===== config.mk =====
export PLATFORM = sky130hd
export DESIGN_NAME = exu_ctrl
export DESIGN_NICKNAME = d
export VERILOG_FILES = /design/src/rtl/exu_ctrl_pkg.sv /design/src/rtl/exu_fwd_unit.sv /design/src/rtl/exu_ctrl.sv
export SDC_FILE = /design/constraint.sdc
export NUM_CORES = 1
export LEC_CHECK = 0
export BUFFER_PORTS_ARGS = -buffer_cell sky130_fd_sc_hd__buf_4
export CAP_MARGIN = 20
export CORE_UTILIZATION = 53
export CTS_CLUSTER_DIAMETER = 200
export DETAILED_ROUTE_END_ITERATION = 8
export GPL_TIMING_DRIVEN = 0
export PLACE_DENSITY = 0.9
export SETUP_SLACK_MARGIN = 0.5
export SYNTH_ARGS = -nofsm -noshare
export SYNTH_HDL_FRONTEND = slang
export SYNTH_SLANG_ARGS = --single-unit

===== constraint.sdc =====
create_clock -name clk -period 2.9 [get_ports clk]
set_input_delay 0.87 -clock clk [delete_from_list [all_inputs] [get_ports clk]]
set_output_delay 0.87 -clock clk [all_outputs]
set_load 0.01 [all_outputs]

===== src/rtl/exu_ctrl_pkg.sv =====
// rvseed execute-stage shared definitions:
// field widths, FSM encodings and the latched control bundle.
package exu_ctrl_pkg;

  localparam int BRAN_WIDTH     = 3;
  localparam int JUMP_WIDTH     = 2;
  localparam int REG_ADDR_WIDTH = 5;

  typedef logic [1:0] exu_state_t;

  localparam exu_state_t IDLE = 2'd0;
  localparam exu_state_t EXEC = 2'd1;
  localparam exu_state_t MEM  = 2'd2;
  localparam exu_state_t DONE = 2'd3;

  typedef struct packed {
    logic [BRAN_WIDTH-1:0]     branch;
    logic [JUMP_WIDTH-1:0]     jump;
    logic                      reg_wen;
    logic [REG_ADDR_WIDTH-1:0] reg_waddr;
    logic                      mem_op;
  } exu_ctl_t;

endpackage


===== src/rtl/exu_fwd_unit.sv =====
// Last-write tracker and source comparators for
// operand forwarding into the execute stage.
module exu_fwd_unit
  import exu_ctrl_pkg::*;
(
  input  logic                      clk,
  input  logic                      rst,
  input  logic                      wr_en,
  input  logic [REG_ADDR_WIDTH-1:0] wr_addr,
  input  logic                      flush,
  input  logic                      qual,
  input  logic [REG_ADDR_WIDTH-1:0] raddr1,
  input  logic [REG_ADDR_WIDTH-1:0] raddr2,
  output logic                      fwd_sel1,
  output logic                      fwd_sel2
);

  logic                      lw_valid;
  logic [REG_ADDR_WIDTH-1:0] lw_addr;
  logic                      hit_ok;

  // A redirected instruction never becomes a forwarding source.
  always_ff @(posedge clk) begin
    if (rst) begin
      lw_valid <= 1'b0;
      lw_addr  <= '0;
    end else if (flush) begin
      lw_valid <= 1'b0;
    end else if (wr_en) begin
      lw_valid <= 1'b1;
      lw_addr  <= wr_addr;
    end
  end

  assign hit_ok   = qual & lw_valid & (lw_addr != '0);
  assign fwd_sel1 = hit_ok & (raddr1 == lw_addr);
  assign fwd_sel2 = hit_ok & (raddr2 == lw_addr);

endmodule


===== src/rtl/exu_ctrl.sv =====
// rvseed execute-stage sequencer: IDU handshake, memory
// wait with timeout, redirect, writeback strobe, retire count.
module exu_ctrl
  import exu_ctrl_pkg::*;
#(
  parameter int MEM_TIMEOUT = 255,
  parameter int TO_W        = 8
) (
  input  logic                      clk,
  input  logic                      rst,
  input  logic                      enable,
  input  logic                      idu_done_en,
  output logic                      exu_ready,
  input  logic [BRAN_WIDTH-1:0]     idu_inst_branch,
  input  logic [JUMP_WIDTH-1:0]     idu_inst_jump,
  input  logic                      idu_inst_reg_wen,
  input  logic [REG_ADDR_WIDTH-1:0] idu_inst_reg_waddr,
  input  logic [REG_ADDR_WIDTH-1:0] idu_inst_reg1_raddr,
  input  logic [REG_ADDR_WIDTH-1:0] idu_inst_reg2_raddr,
  input  logic                      idu_inst_mem_wen,
  input  logic                      idu_inst_mem_ren,
  input  logic                      alu_bran_taken,
  output logic                      alu_en,
  output logic                      lsu_req,
  input  logic                      lsu_ack,
  output logic                      redirect,
  output logic                      reg_wen,
  output logic [REG_ADDR_WIDTH-1:0] reg_waddr,
  output logic                      fwd_sel1,
  output logic                      fwd_sel2,
  output logic                      exu_done_en,
  output logic                      mem_err,
  output logic [31:0]               retired_cnt
);

  exu_state_t      state;
  exu_state_t      state_nx;
  exu_ctl_t        ctl;
  logic [TO_W-1:0] to_cnt;
  logic            to_hit;
  logic            to_last;
  logic            accept;
  logic            wr_commit;
  logic [31:0]     ret_q;

  assign exu_ready = enable & ~rst & ((state == IDLE) | (state == DONE));
  assign accept    = exu_ready & idu_done_en;
  assign alu_en    = accept;
  assign to_last   = (to_cnt == TO_W'(MEM_TIMEOUT - 1));
  assign reg_waddr = ctl.reg_waddr;
  assign retired_cnt = ret_q;

  always_ff @(posedge clk) begin
    if (rst) begin
      state <= IDLE;
    end else if (enable) begin
      state <= state_nx;
    end
  end

  always_comb begin
    state_nx = state;
    unique case (state)
      IDLE:    if (idu_done_en) state_nx = EXEC;
      EXEC:    state_nx = ctl.mem_op ? MEM : DONE;
      MEM:     if (lsu_ack | to_last) state_nx = DONE;
      DONE:    state_nx = idu_done_en ? EXEC : IDLE;
      default: state_nx = IDLE;
    endcase
  end

  always_comb begin
    redirect    = 1'b0;
    lsu_req     = 1'b0;
    exu_done_en = 1'b0;
    reg_wen     = 1'b0;
    if (enable) begin
      unique case (state)
        EXEC: redirect = (|ctl.jump) |
                         ((|ctl.branch) & alu_bran_taken);
        MEM:  lsu_req = 1'b1;
        DONE: begin
          exu_done_en = 1'b1;
          reg_wen     = ctl.reg_wen & (ctl.reg_waddr != '0) & ~to_hit;
        end
        default: ;
      endcase
    end
  end

  // Ack wins over the timeout when both land in the same cycle.
  always_ff @(posedge clk) begin
    if (rst) begin
      ctl     <= '0;
      to_cnt  <= '0;
      to_hit  <= 1'b0;
      mem_err <= 1'b0;
      ret_q   <= '0;
    end else if (enable) begin
      if (accept) begin
        ctl <= '{branch:    idu_inst_branch,
                 jump:      idu_inst_jump,
                 reg_wen:   idu_inst_reg_wen,
                 reg_waddr: idu_inst_reg_waddr,
                 mem_op:    idu_inst_mem_ren | idu_inst_mem_wen};
        to_hit <= 1'b0;
      end
      if (state == EXEC) to_cnt <= '0;
      if ((state == MEM) && !lsu_ack) begin
        if (to_last) begin
          to_hit  <= 1'b1;
          mem_err <= 1'b1;
        end else begin
          to_cnt <= to_cnt + 1'b1;
        end
      end
      if (state == DONE) ret_q <= ret_q + 32'd1;
    end
  end

  // The result written in DONE is forwardable during DONE itself.
  assign wr_commit = enable & ctl.reg_wen & (ctl.reg_waddr != '0) &
                     (((state == EXEC) & ~ctl.mem_op) |
                      ((state == MEM) & lsu_ack));

  exu_fwd_unit u_fwd (
    .clk      (clk),
    .rst      (rst),
    .wr_en    (wr_commit),
    .wr_addr  (ctl.reg_waddr),
    .flush    (redirect),
    .qual     (alu_en),
    .raddr1   (idu_inst_reg1_raddr),
    .raddr2   (idu_inst_reg2_raddr),
    .fwd_sel1 (fwd_sel1),
    .fwd_sel2 (fwd_sel2)
  );

endmodule


### Yosys cells after proc, flatten, opt, wreduce, memory -nomap -nowiden

Cells that the tools add are included.

| storage, ports and cells | value |
|---|---|
| output and inout port bits | 46 |
| memory bits (read-only) | 0 |
| memories | 0 |
| word-level logic and storage cells | 78 |
| bits of input ports | 29 |
| bits in registers | 62 |
| RAM bits | 0 |
| latch bits | 0 |

| cells by class | value |
|---|---|
| reduce and logical (&&, ||, !) cells | 13 |
| multipliers | 0 |
| equal/unequal tests | 8 |
| $add $sub $neg | 2 |
| divide/modulo/power cells | 0 |
| multiplexer cells | 19 |
| magnitude comparators | 0 |
| shift-type cells | 0 |
| bitwise logic cells | 24 |

Operators with widths:

| operator | number |
|---|---|
| adder 32 x 1 -> 32 bit, second input constant | 1 |
| 2-to-1 mux 8 bit | 3 |
| bitwise AND 1 bit | 15 |
| 2-to-1 mux 1 bit | 13 |
| == test 5 bit | 2 |
| nonzero test 5 bit | 2 |
| adder 8 x 1 -> 8 bit, second input constant | 1 |
| == test 8 bit, second input constant | 1 |
| case mux 2 bit (4 select lines) | 1 |
| AND reduction 2 bit | 3 |
| AND reduction 3 bit | 2 |
| OR 1 bit | 5 |
| == test 2 bit, second input constant | 2 |
| 2-to-1 mux 2 bit | 2 |
| inequality test 2 bit, second input constant | 2 |
| inverter 1 bit | 4 |
| OR reduction 2 bit | 2 |
| OR reduction 3 bit | 1 |
| == test 2 x 1 -> 1 bit, second input constant | 1 |
| logical NOT 2 bit | 1 |
| logical AND 1 bit | 1 |
| logical NOT 1 bit | 1 |

### Longest topological paths before layout

| logic depth | value |
|---|---|
| depth in word-level cells | 7 |
| depth in mapped cells | 8 |
| mapped depth without buffers | 7 |

### By module

A second synthesis with hierarchy kept.

| unflattened totals | value |
|---|---|
| cells, all modules | 362 |
| area, all modules | 3104.2 µm² |

Modules (own cells, without submodules):

| module | instances | cells an instance | seq. area each (µm²) | area an instance (µm²) |
|---|---|---|---|---|
| exu_ctrl | 1 | 326 | 1121.1 | 2765.2 |
| exu_fwd_unit | 1 | 36 | 120.1 | 339.1 |

### Least setup slack after synthesis

Ideal clock, no wire load.

| path | value |
|---|---|
| path type | input to output |
| from | input port rst |
| to | output port fwd_sel1 |
| cell stages on the path | 6 |
| arrival | 2123 ps |
| buffers on the path | 1 |
| data required time | 2030 ps |
| path slack | -93 ps |
| cell sequence | clkbuf_1 -> nor3b_2 -> nand2_1 -> inv_2 -> o211ai_1 -> nor4_1 |

| between the ends | value |
|---|---|
| word-level cells in the longest chain between the ends | 7 |

RTL lines:

| element | line | RTL |
|---|---|---|
| from (decl) | exu_ctrl.sv:10 | `input logic rst,` |
| inverter 1 bit | exu_ctrl.sv:46 | `assign exu_ready = enable & ~rst & ((state == IDLE) \| (state == DONE));` |
| bitwise AND 1 bit (2 in series) | exu_ctrl.sv:46 |  |
| named net exu_ready | exu_ctrl.sv:13 | `output logic exu_ready,` |
| bitwise AND 1 bit | exu_ctrl.sv:47 | `assign accept = exu_ready & idu_done_en;` |
| bitwise AND 1 bit (2 in series) | exu_fwd_unit.sv:35 | `assign hit_ok = qual & lw_valid & (lw_addr != '0);` |
| bitwise AND 1 bit | exu_fwd_unit.sv:36 | `assign fwd_sel1 = hit_ok & (raddr1 == lw_addr);` |
| to (decl) | exu_ctrl.sv:29 | `output logic fwd_sel1,` |

The timed path passes the listed nets, and every way through them passes these cells.

### Worst setup path in the final report

| path | value |
|---|---|
| from | input port rst |
| to | output port fwd_sel1 |

| between the ends | value |
|---|---|
| word-level cells in the longest chain between the ends | 7 |

RTL lines:

| element | line |
|---|---|
| inverter 1 bit | exu_ctrl.sv:46 |
| bitwise AND 1 bit (2 in series) | exu_ctrl.sv:46 |
| bitwise AND 1 bit | exu_ctrl.sv:47 |
| bitwise AND 1 bit (2 in series) | exu_fwd_unit.sv:35 |
| bitwise AND 1 bit | exu_fwd_unit.sv:36 |

Every way passes these cells.

==> run_results.csv <==
group,metric,value,unit
floorplan,die-area,0.00617,mm²
routing,drt_iter0_drc,336,
routing,wl,10.3,mm
run_status,status,"complete, no violations",
pwr,combinationalPowerShare,10.9,%
critical_path,worst_setup_path_end_kind,"output pin",
routing,postRouteAntennaNets,0,
hold_path,hold_path_class,"reg2reg",
clock_tree,cts_sinks,62,
clock_tree,h-tree-depth,3,
synth,yosysWarnings,0,
synth,synth_fa_ha_area_share,3.22,%
layout,fill_cells,360,
sta,finalSetupViolCount,0,
routing,viasPerCell,6.29,
synth,yosys.cell_types.count,46,
clock_tree,cts_buffers,9,
global_routing,overflow,0,
critical_path,cp_max_fo,2,
critical_path,cp.arrival,2010,ps
critical_path,cp.required,2030,ps
pwr,p_per_area,412,mW/mm²
flow_run,drv_cap,0,
critical_path,crit_path_cell_trace,"clkbuf_16 -> nor3b_4 -> nand2_2 -> inv_2 -> o211ai_1 -> buf_4 -> nor4_2 -> buf_4",
critical_path,cp.depth,8,
floorplan,start_util,55.7,%
layout,stdcell_count,552,
clock_tree,cts_root_buffer,"clkbuf_8",
critical_path,start_kind,"input pin",
sta,hold_violations,0,
global_routing,grt_usage,31.1,%
layout,fin_nets,512,
routing,wl_met3,771,µm
clock_tree,clock_path_buffers,2,
sta,final.setup.tns,0,ps
routing,wire_per_inst,18.6,µm
sta,min_period,2880,ps
clock_tree,path_clk_slew,60,ps
synth,synthArstFlopShare,0,%
critical_path,critPathMaxStageDelay,250,ps
sta,slew-limit-headroom,60.4,%
sta,tightestPinTransition,580,ps
placed_design,gp_congestion,0.870,
pwr,p_int,1.29,mW
critical_path,critPathKind,"in2out",
hold_path,min_path_cells,2,
synth,syn_area_per_cell,8.35,µm²
routing,firstDrtPassIters,8,
placed_design,dp_hpwl,5.91,mm
critical_path,cp_slowest_cell,"nor3b_4",
sta,slew_viol_final,0,
synth,synth-edff-count,0,
critical_path,critPathBufInv,4,
synth,syn_nets,409,
synth,synth_xor_area_share,6.20,%
layout,seqCellArea,0.00125,mm²
layout,area_growth_syn_to_layout,35.8,%
pwr,pwr-share-seq,50.0,%
sta,rsz0062_at_grt,"yes",
layout,antenna_cells,0,
placed_design,portBuffers,73,
global_routing,grt_pass1_vias,3170,
clock_tree,clk_latency,350,ps
layout,layout-drive-gt1-share,29.6,%
pwr,leakage,1.65,nW
global_routing,grt_pass1_wl,14.9,mm
floorplan,die_h,78.6,µm
critical_path,critical-path-top-delay-family,"buffers and inverters",
synth,synthSimpleGateAreaFrac,27.6,%
synth,yosysSeqAreaShare,40.0,%
routing,wl_met2,4.97,mm
pwr,p_sw_share,26.1,%
floorplan,rows,27,
pwr,ir_drop,0.320,mV
sta,max_clock_freq,347,MHz
layout,finalCoreUtilization,75.7,%
sta,fin_crit_sh,99.3,%
synth,synth_mux_area_share,3.38,%
floorplan,fp.dieW,78.6,µm
floorplan,core,0.00557,mm²
routing,num_vias,3470,
placed_design,dp_cells,517,
clock_tree,tritoncts,"built",
global_routing,antenna_found_initial,0,
floorplan,ioPinCount,75,
critical_path,crit_top_cell,"buf_4",
routing,drc_errors,0,
layout,multi_input_area,0.00180,mm²
synth,synth_area,0.00311,mm²
routing,wl_met1,3.83,mm
pwr,power.switching,0.453,mW
pwr,power.share.clock,39.0,%
synth,synth_compound_area_share,14.2,%
synth,synth_flop_cell,"dfxtp_1",
critical_path,r2r_cells,9,
sta,skew,11.4,ps
routing,top_layer,"met4",
synth,syn_inst,372,
global_routing,grt_max_degree,11,
synth,synth_top_family_by_area,"simple AND/OR/NAND/NOR gates",
synth,synth-seq-cells,62,
==> repair_timing <==
item                       CTS  global route
pin swaps                    6             5
setup buffers               16             3
setup endpoints to repair    7            16
gates resized for setup     18            16
hold buffers                 0             0
==> synth_stat cells, drive strengths merged, types with 3 or more instances <==
cell type / count / share of area (%)
and4: 3 / 0.85
ha: 8 / 3.2
mux2i: 6 / 1.9
xor2: 11 / 3.1
nor3: 10 / 1.6
nand4: 8 / 1.8
or3: 7 / 1.4
o21ai: 11 / 1.8
nor4: 3 / 0.60
o31ai: 11 / 2.7
dfxtp: 62 / 40
a311oi: 4 / 1.1
nand2: 44 / 5.3
buf: 11 / 2.3
nor2b: 5 / 1.0
inv: 15 / 1.8
or4: 15 / 3.9
mux2: 4 / 1.4
nand2b: 14 / 2.8
a21oi: 37 / 6.0
clkbuf: 11 / 1.3
and3: 4 / 0.81
nor2: 22 / 2.7
nand3: 18 / 2.9
xnor2: 11 / 3.1
==> final cells by class <==
type / instances / share of cell area [%]
multi-input cells: 273 / 42.7
flip-flops and latches: 62 / 29.5
repair buffers: 92 / 16.6
plain buffers: 22 / 3.65
clock buffers: 13 / 3.53
well taps: 72 / 2.13
inverters: 15 / 1.39
clock inverters: 3 / 0.474
==> power groups by stage <==
| stage | Clock (mW) | Sequential [mW] | Combinational, mW |
|---|---|---|---|
| after floorplan | 0 | 0.886 | 0.0781 |
| after global placement | 0 | 0.888 | 0.132 |
| after detailed placement | 0 | 0.888 | 0.137 |
| after CTS | 0.665 | 0.869 | 0.168 |
| after global routing | 0.708 | 0.871 | 0.198 |
| final | 0.679 | 0.870 | 0.190 |
==> stage by stage <==
stage                     hold slack, ps  setup slack, ps  instance area (µm²)  total power, mW
final                                455             19.0                 4220             1.74
after floorplan                      435             85.7                 3150            0.964
after CTS                            453              107                 4140             1.70
after global placement               435            -22.0                 3790             1.02
after detailed placement             442            -55.3                 3790             1.02
after global routing                 468            -10.5                 4220             1.78
==> worst reg2reg max path: cells and delay by family (launching register included) <==
kind / cells / cell delay, ps
buf+inv: 4 / 540
fa+ha+maj: 1 / 160
mux: 1 / 340
simple gates: 3 / 850
flops: 1 / 360
==> per-layer routing <==
metal	track usage [%]	vias to the layer above
li1	-	1532
met1	35.6	1622
met2	51.7	241
met3	5.70	75
met4	22.6	0
met5	0	-
==> final timing paths <==
kind                          from  slack, ps                            to
max                            rst         20                      fwd_sel1
min           mem_err$_SDFFE_PP0P_        450          mem_err$_SDFFE_PP0P_
max reg2reg  state[1]$_SDFFE_PP0P_        540  retired_cnt[28]$_SDFFE_PP0P_
min reg2reg   mem_err$_SDFFE_PP0P_        450          mem_err$_SDFFE_PP0P_
==> registers in the layout, indices dropped and copies added, names as in the netlist <==
register / flops
mem_err: 1
reg_waddr: 5
u_fwd.lw_addr: 5
state: 2
to_cnt: 8
u_fwd.lw_valid: 1
ctl: 7
to_hit: 1
retired_cnt: 32
==> kinds of logic after synthesis <==
family,Yosys count
flops,62
xor+xnor,22
compound gates,73
buf+inv,37
fa+ha+maj,8
simple gates,160
mux,10
==> cells in the final DEF, fill, tap and decap left out, types with 3 or more instances in the layout <==
master	instances
xor2_1	11
nand2b_1	14
and4_1	3
dfxtp_1	58
o31ai_1	11
nor3_2	3
mux2_1	4
nor2b_1	5
nand2_1	43
mux2i_1	6
o21ai_1	7
xnor2_1	11
nor2_1	22
o21ai_0	3
a311oi_1	4
dfxtp_2	4
nand3_1	18
and3_1	4
clkbuf_8	11
or4_1	12
inv_1	12
nand4_1	7
ha_1	6
or4_4	3
a21oi_1	36
buf_4	95
nor3_1	7
or3_1	7
clkbuf_1	11
buf_6	5
(Power assumes the default switching activity.)
